File: src/rtl/sobel_window_ctrl.sv
// Frame sequencer for the Sobel double-line-buffer datapath: accepts a raster
// pixel stream, steers the line buffer and flags cycles carrying a full 3x3 window.
module sobel_window_ctrl #(
    parameter int IMG_WIDTH  = 640,
    parameter int IMG_HEIGHT = 480,
    parameter int COL_BITS   = 10,
    parameter int ROW_BITS   = 10
) (
    input  logic                clk,
    input  logic                rst,
    input  logic                start_i,
    input  logic                valid_i,
    input  logic                lb_done_i,
    output logic                lb_clr_o,
    output logic                lb_we_o,
    output logic                win_valid_o,
    output logic [COL_BITS-1:0] win_col_o,
    output logic [ROW_BITS-1:0] win_row_o,
    output logic                busy_o,
    output logic                frame_done_o,
    output logic                sync_err_o
);

    localparam logic [1:0] S_IDLE = 2'd0;
    localparam logic [1:0] S_FILL = 2'd1;
    localparam logic [1:0] S_RUN  = 2'd2;
    localparam logic [1:0] S_DONE = 2'd3;

    localparam logic [COL_BITS-1:0] COL_LAST = COL_BITS'(IMG_WIDTH - 1);
    localparam logic [ROW_BITS-1:0] ROW_LAST = ROW_BITS'(IMG_HEIGHT - 1);
    localparam logic [COL_BITS-1:0] COL_ONE  = COL_BITS'(1);
    localparam logic [ROW_BITS-1:0] ROW_ONE  = ROW_BITS'(1);
    localparam logic [COL_BITS-1:0] COL_TWO  = COL_BITS'(2);
    localparam logic [ROW_BITS-1:0] ROW_TWO  = ROW_BITS'(2);

    logic [1:0]          state;
    logic [1:0]          state_nxt;
    logic [COL_BITS-1:0] col;
    logic [ROW_BITS-1:0] row;

    logic accept;
    logic start_take;
    logic col_wrap;
    logic last_pixel;
    logic fill_exit;
    logic win_hit;

    always_comb begin
        accept     = ((state == S_FILL) || (state == S_RUN)) && valid_i;
        start_take = (state == S_IDLE) && start_i;
        col_wrap   = (col == COL_LAST);
        last_pixel = accept && col_wrap && (row == ROW_LAST);
        // The first pixel of the third line means both earlier lines are buffered.
        fill_exit  = accept && (state == S_FILL) && (row == ROW_TWO) && (col == '0);
        win_hit    = accept && (row >= ROW_TWO) && (col >= COL_TWO);
    end

    always_comb begin
        state_nxt = state;
        case (state)
            S_IDLE: if (start_i) state_nxt = S_FILL;
            S_FILL: begin
                if (last_pixel)     state_nxt = S_DONE;
                else if (fill_exit) state_nxt = S_RUN;
            end
            S_RUN:  if (last_pixel) state_nxt = S_DONE;
            S_DONE: state_nxt = S_IDLE;
            default: state_nxt = S_IDLE;
        endcase
    end

    always_ff @(posedge clk) begin
        if (!rst) begin
            state       <= S_IDLE;
            col         <= '0;
            row         <= '0;
            sync_err_o  <= 1'b0;
            win_valid_o <= 1'b0;
            win_col_o   <= '0;
            win_row_o   <= '0;
        end else begin
            state <= state_nxt;

            if (start_take) begin
                col        <= '0;
                row        <= '0;
                sync_err_o <= 1'b0;
            end else if (accept) begin
                if (col_wrap) begin
                    col <= '0;
                    row <= (row == ROW_LAST) ? '0 : row + ROW_ONE;
                end else begin
                    col <= col + COL_ONE;
                end
            end

            if (fill_exit && !lb_done_i) begin
                sync_err_o <= 1'b1;
            end

            // The completing pixel is the bottom-right corner; the centre sits one up and one left.
            win_valid_o <= win_hit;
            if (win_hit) begin
                win_col_o <= col - COL_ONE;
                win_row_o <= row - ROW_ONE;
            end
        end
    end

    assign lb_we_o      = accept;
    assign lb_clr_o     = start_take;
    assign busy_o       = (state == S_FILL) || (state == S_RUN);
    assign frame_done_o = (state == S_DONE);

endmodule
File: config.mk
export PLATFORM = sky130hd
export DESIGN_NAME = sobel_window_ctrl
export DESIGN_NICKNAME = d
export VERILOG_FILES = /design/src/rtl/sobel_window_ctrl.sv
export SDC_FILE = /design/constraint.sdc
export NUM_CORES = 1
export LEC_CHECK = 0
export ABC_AREA = 1
export ABC_CLOCK_PERIOD_IN_PS = 1940
export BUFFER_PORTS_ARGS = -buffer_cell sky130_fd_sc_hd__buf_2
export CAP_MARGIN = 5
export CORE_AREA = 3 3 81 83
export CTS_BUF_LIST = sky130_fd_sc_hd__clkbuf_8
export DETAILED_ROUTE_END_ITERATION = 10
export DIE_AREA = 0 0 84 86
export PLACE_DENSITY = 0.56
export SYNTH_ARGS = -nofsm -noshare
export SYNTH_HDL_FRONTEND = slang
export SYNTH_SLANG_ARGS = --single-unit
File: constraint.sdc
create_clock -name clk -period 1.94 [get_ports clk]
set_input_delay 0 -clock clk [delete_from_list [all_inputs] [get_ports clk]]
set_output_delay 0 -clock clk [all_outputs]
set_load 0.02 [all_outputs]
; After elaboration in Yosys (flattened, before gate mapping)
; Cells that the tools add are included.
[op_classes]
order_cmp = 2
n_mux = 9
addsub = 4
n_reduce_logical = 18
n_bitwise = 1
n_eq_ne = 9
[ops]
columns = op, count
row1 = $add A10 B1 Y10 const B, 2
row2 = $ge A10 B2 Y1 const B, 2
row3 = $mux W10, 2
row4 = $sub A10 B1 Y10 const B, 2
row5 = $eq A10 B10 Y1 const B, 1
row6 = $eq A10 B2 Y1 const B, 1
row7 = $eq A10 B9 Y1 const B, 1
row8 = $logic_and A1 B1 Y1, 10
row9 = $logic_not A10 Y1, 1
row10 = $mux W2, 4
row11 = $pmux W2 S4, 1
row12 = $eq A2 B2 Y1 const B, 2
row13 = $ne A2 B2 Y1 const B, 2
row14 = $ne A3 B3 Y1 const B, 1
row15 = $reduce_and A3 Y1, 1
row16 = $eq A2 B1 Y1 const B, 1
row17 = $logic_not A2 Y1, 1
row18 = $mux W1, 2
row19 = $reduce_and A2 Y1, 1
row20 = $reduce_bool A2 Y1, 1
row21 = $reduce_or A2 Y1, 1
row22 = $logic_not A1 Y1, 1
row23 = $logic_or A1 B1 Y1, 1
row24 = $not A1 Y1, 1
[word_totals]
register_bits = 44
output_inout_bits = 26
inputBits = 5
wordCells = 50

; Logic depth before layout (Yosys ltp)
[depth]
word_depth = 9
ltp_mapped = 13

; Worst setup path before layout
; Ideal clock, no wire load.
[synth_path]
path_type = reg2reg
from = register state[0]
to = register row[7]
period_less_slack_ns = 2.042
stages_incl_launch_ff = 12
setup_ns = 0.122
arrival_ns = 1.920
slack_ns = -0.102
path_cell_list = dfxtp_1 -> inv_1 -> ha_1 -> nand2_1 -> inv_2 -> nand3_2 -> nor2_2 -> nand2_2 -> nand2_2 -> inv_2 -> o21ai_0 -> nor3_2
[synth_via]
elab_chain_len = 4
[synth_rtl]
columns = item, line_no
row1 = from (decl), 36  ; logic [1:0] state;
row2 = from (signal assigned), 82  ; state <= state_nxt;
row3 = $eq A2 B1 Y1 / $eq A2 B2 Y1 (equally long branches), -
row4 = $logic_or A1 B1 Y1 (*), -
row5 = net busy_o, 19  ; output logic busy_o,
row6 = $logic_and A1 B1 Y1 (*), 49  ; accept = ((state == S_FILL) || (state == S_RUN)) && valid_i;
row7 = net lb_we_o, 15  ; output logic lb_we_o,
row8 = $reduce_and A2 Y1 (no source line) (*), -
row9 = to (signal assigned), 91  ; row <= (row == ROW_LAST) ? '0 : row + ROW_ONE;
row10 = to (decl), 39  ; logic [ROW_BITS-1:0] row;
; The timed path passes the listed nets; every way through them passes the cells marked *.
; A chain may end at the register's enable or synchronous reset.

; Final worst setup path
[layout_path]
from = register row[1]
to = register state[0]
[layout_via]
elab_chain_len = 5
[layout_rtl]
columns = item, line_no
row1 = $eq A10 B2 Y1, 54  ; fill_exit = accept && (state == S_FILL) && (row == ROW_TWO) && (col == '0);
row2 = $logic_and A1 B1 Y1 (2 in series), 54
row3 = $ne A3 B3 Y1 (no source line), -
row4 = $reduce_and A3 Y1 (no source line), -
; Parallel ways exist; a longest one is shown, timed or not.

==> impl_metrics.csv <==
group,metric,value,unit
grt,grt_pass1_wl,9530,um
cts,h-tree-depth,2,
critical_path,startpoint_type,"register",
grt,grt_pass1_vias,1993,
power,power_leakage,1.35,nW
power,fin_total_pwr,0.00248,W
detailed_routing,wl_per_cell,12.7,um
logic_synthesis,post_synth_num_cell_types,33,
logic_synthesis,synth_seq_area_share,37.3,%
placement,hpwlAfterDp,4100,um
critical_path,critPathLaunch,"row[1]",
placement,dp.cells,423,
critical_path,r2r-start,"row[1]",
power,power_density,884,nW/um^2
outcome,outcome,"finished clean",
detailed_routing,wl_met3,201,um
detailed_routing,final_antenna_net_count,0,
placement,dp_slack,0.0197,ns
floorplan,start_util,39.9,%
grt,overflow,0,
detailed_routing,wl_met2,2430,um
sta,setup_viol,0,
cts,cts_max_path_buffers,2,
floorplan,die_w,84,um
floorplan,fp.dieH,86,um
layout,diodes,0,
placement,place_congestion,0.814,
sta,worst_slew_pin_slew,0.356,ns
detailed_routing,vias_per_cell,4.78,
hold_path,hold_path_class,"input pin to register",
layout,area_growth,18.7,%
placement,numPortBuffers,30,
logic_synthesis,syn-cell-area,2360,sq um
logic_synthesis,ys_ff_latch,44,
logic_synthesis,syn_avg_cell_area,7.43,sq um
cts,clkTransAtPathRegs,0.09,ns
floorplan,dieArea,7220,sq um
sta,finalCriticalPeriod,1.79,ns
detailed_routing,vias,2089,
sta,max_freq,0.559,GHz
critical_path,critPathMaxFanout,5,
cts,cts_tree,"yes",
cts,cts_buffers,5,
grt,antenna_found_initial,0,
logic_synthesis,postSynthNetCount,335,
hold_path,min-delay-start,"valid_i",
layout,final_cells,437,
logic_synthesis,syn-instance-count,318,
floorplan,boundaryPins,31,
logic_synthesis,yosysWarnings,0,
layout,drive_gt1_share,21.5,%
sta,skew,0.00942,ns
layout,fin_nets,378,
cts,root_buffer,"clkbuf_8",
cts,cts.sinks,44,
grt,grt_max_degree,35,
detailed_routing,top_layer,"met4",
detailed_routing,dr.first_iter.drc_count,78,
detailed_routing,drt-total-wl,5570,um
sta,drv_slew,0,
sta,finalHoldViolations,0,
detailed_routing,route.detailed.drc,0,
sta,maxSlewHeadroom,76.2,%
detailed_routing,wl_met1,2850,um
flow_run,cap_violations,0,
power,ir_worst_vdd,427,uV
critical_path,arrival,1.98,ns
grt,track_usage,16.3,%
floorplan,core-area,5920,sq um
critical_path,worstPathRequired,2.14,ns
critical_path,crit_type,"register to register",
cts,insertion_delay,0.30,ns
floorplan,fp-row-count,28,
sta,worst_slack,0.152,ns
detailed_routing,dr.pass1.iters,4,
critical_path,end_kind,"register",
sta,period_share,92.2,%
## cells in the final DEF (no fill, tap or decap), types with 4 or more instances in the layout
| cell type | n |
|---|---|
| o21ai_1 | 13 |
| nor3_1 | 6 |
| a21oi_1 | 28 |
| clkbuf_8 | 5 |
| xor2_1 | 13 |
| nand2_1 | 45 |
| inv_1 | 38 |
| nor2_1 | 44 |
| ha_1 | 11 |
| buf_4 | 10 |
| xnor2_1 | 5 |
| nand2_2 | 8 |
| buf_2 | 30 |
| o21ai_0 | 14 |
| dfxtp_1 | 44 |
| nand3_1 | 13 |
| nor2_2 | 4 |
## power breakdown
part	total, W	switching, W	leakage, nW	internal [W]
logic	0.000821	0.000519	0.935	0.000302
clock network	0.000701	0.000324	0.0593	0.000377
registers	0.000957	0.0000230	0.355	0.000934
## sequential cells by signal (all words and copies together) (netlist names)
name,count
col,10
row,10
state,2
sync_err_o,1
win_col_o,10
win_row_o,10
win_valid_o,1
## stage by stage
stage                     setup TNS (ns)  util (%)  area [sq um]  hold slack [ns]
final                                  0      47.4          2810           0.0744
after global routing             -0.0244      47.4          2810           0.0742
after CTS                              0      46.3          2740            0.122
after detailed placement               0      44.2          2620            0.197
after global placement                 0      44.2          2620            0.193
after floorplan                        0         -          2370            0.102
## worst paths after layout
check | endpoint | slack [ns] | cells past startpoint
setup reg to reg | state[0] | 0.15 | 10
hold reg to reg | sync_err_o | 0.46 | 2
setup / recovery | state[0] | 0.15 | 10
hold / removal | col[1] | 0.07 | 3
## area by class of cell
| type | instances | area (sq um) |
|---|---|---|
| Fill cell | 619 | 3120 |
| Multi-Input combinational cell | 227 | 1320 |
| Sequential cell | 44 | 881 |
| Timing Repair Buffer | 42 | 245 |
| Inverter | 41 | 159 |
| Tap cell | 75 | 93.8 |
| Clock buffer | 5 | 68.8 |
| Clock inverter | 3 | 38.8 |
## cell families after synthesis
family / count (synthesis) / synth area share, %
flops: 44 / 37.3
simple gates: 137 / 27.8
buf+inv: 47 / 8.58
fa+ha+maj: 12 / 6.36
compound gates: 60 / 13.3
xor+xnor: 18 / 6.67
## synthesized netlist by cell type, drive strengths merged
library cell | number | share of area, %
nand2 | 56 | 10
nor2 | 51 | 9.3
dfxtp | 44 | 37
inv | 41 | 6.6
a21oi | 28 | 5.9
o21ai | 27 | 5.7
nand3 | 15 | 3.9
xor2 | 13 | 4.8
ha | 12 | 6.4
nor3 | 11 | 3.4
xnor2 | 5 | 1.9
buf | 4 | 1.6
clkbuf | 2 | 0.32
o31ai | 2 | 0.64
or2 | 2 | 0.53
a211oi | 1 | 0.32
nand4 | 1 | 0.26
nor3b | 1 | 0.32
o211ai | 1 | 0.32
o32ai | 1 | 0.37
## critical path, cell delays in order (launching register included)
cell and delay, ns:
dfxtp_1 0.43, ha_1 0.23, nand2_1 0.07, nor2_1 0.15, nand2_1 0.07, nor2_1 0.29
nand2_2 0.13, nand2_1 0.14, nand3_1 0.08, nand2_1 0.08, nor2_2 0.03
## timing repair
| action | 4_1_cts | 5_1_grt |
|---|---|---|
| resized for setup | 0 | 7 |
| hold endpoints to repair | 2 | 0 |
| setup buffers | 0 | 4 |
| endpoints found under the setup margin | 0 | 28 |
| hold buffers | 2 | 0 |
## layer usage
metal / track usage (%) / vias up
met3: 3.65 / 10
met2: 25.0 / 46
met1: 22.8 / 936
met5: 0 / -
li1: - / 1097
met4: 5.12 / 0
Note: power is estimated with default switching activity, not from simulation.
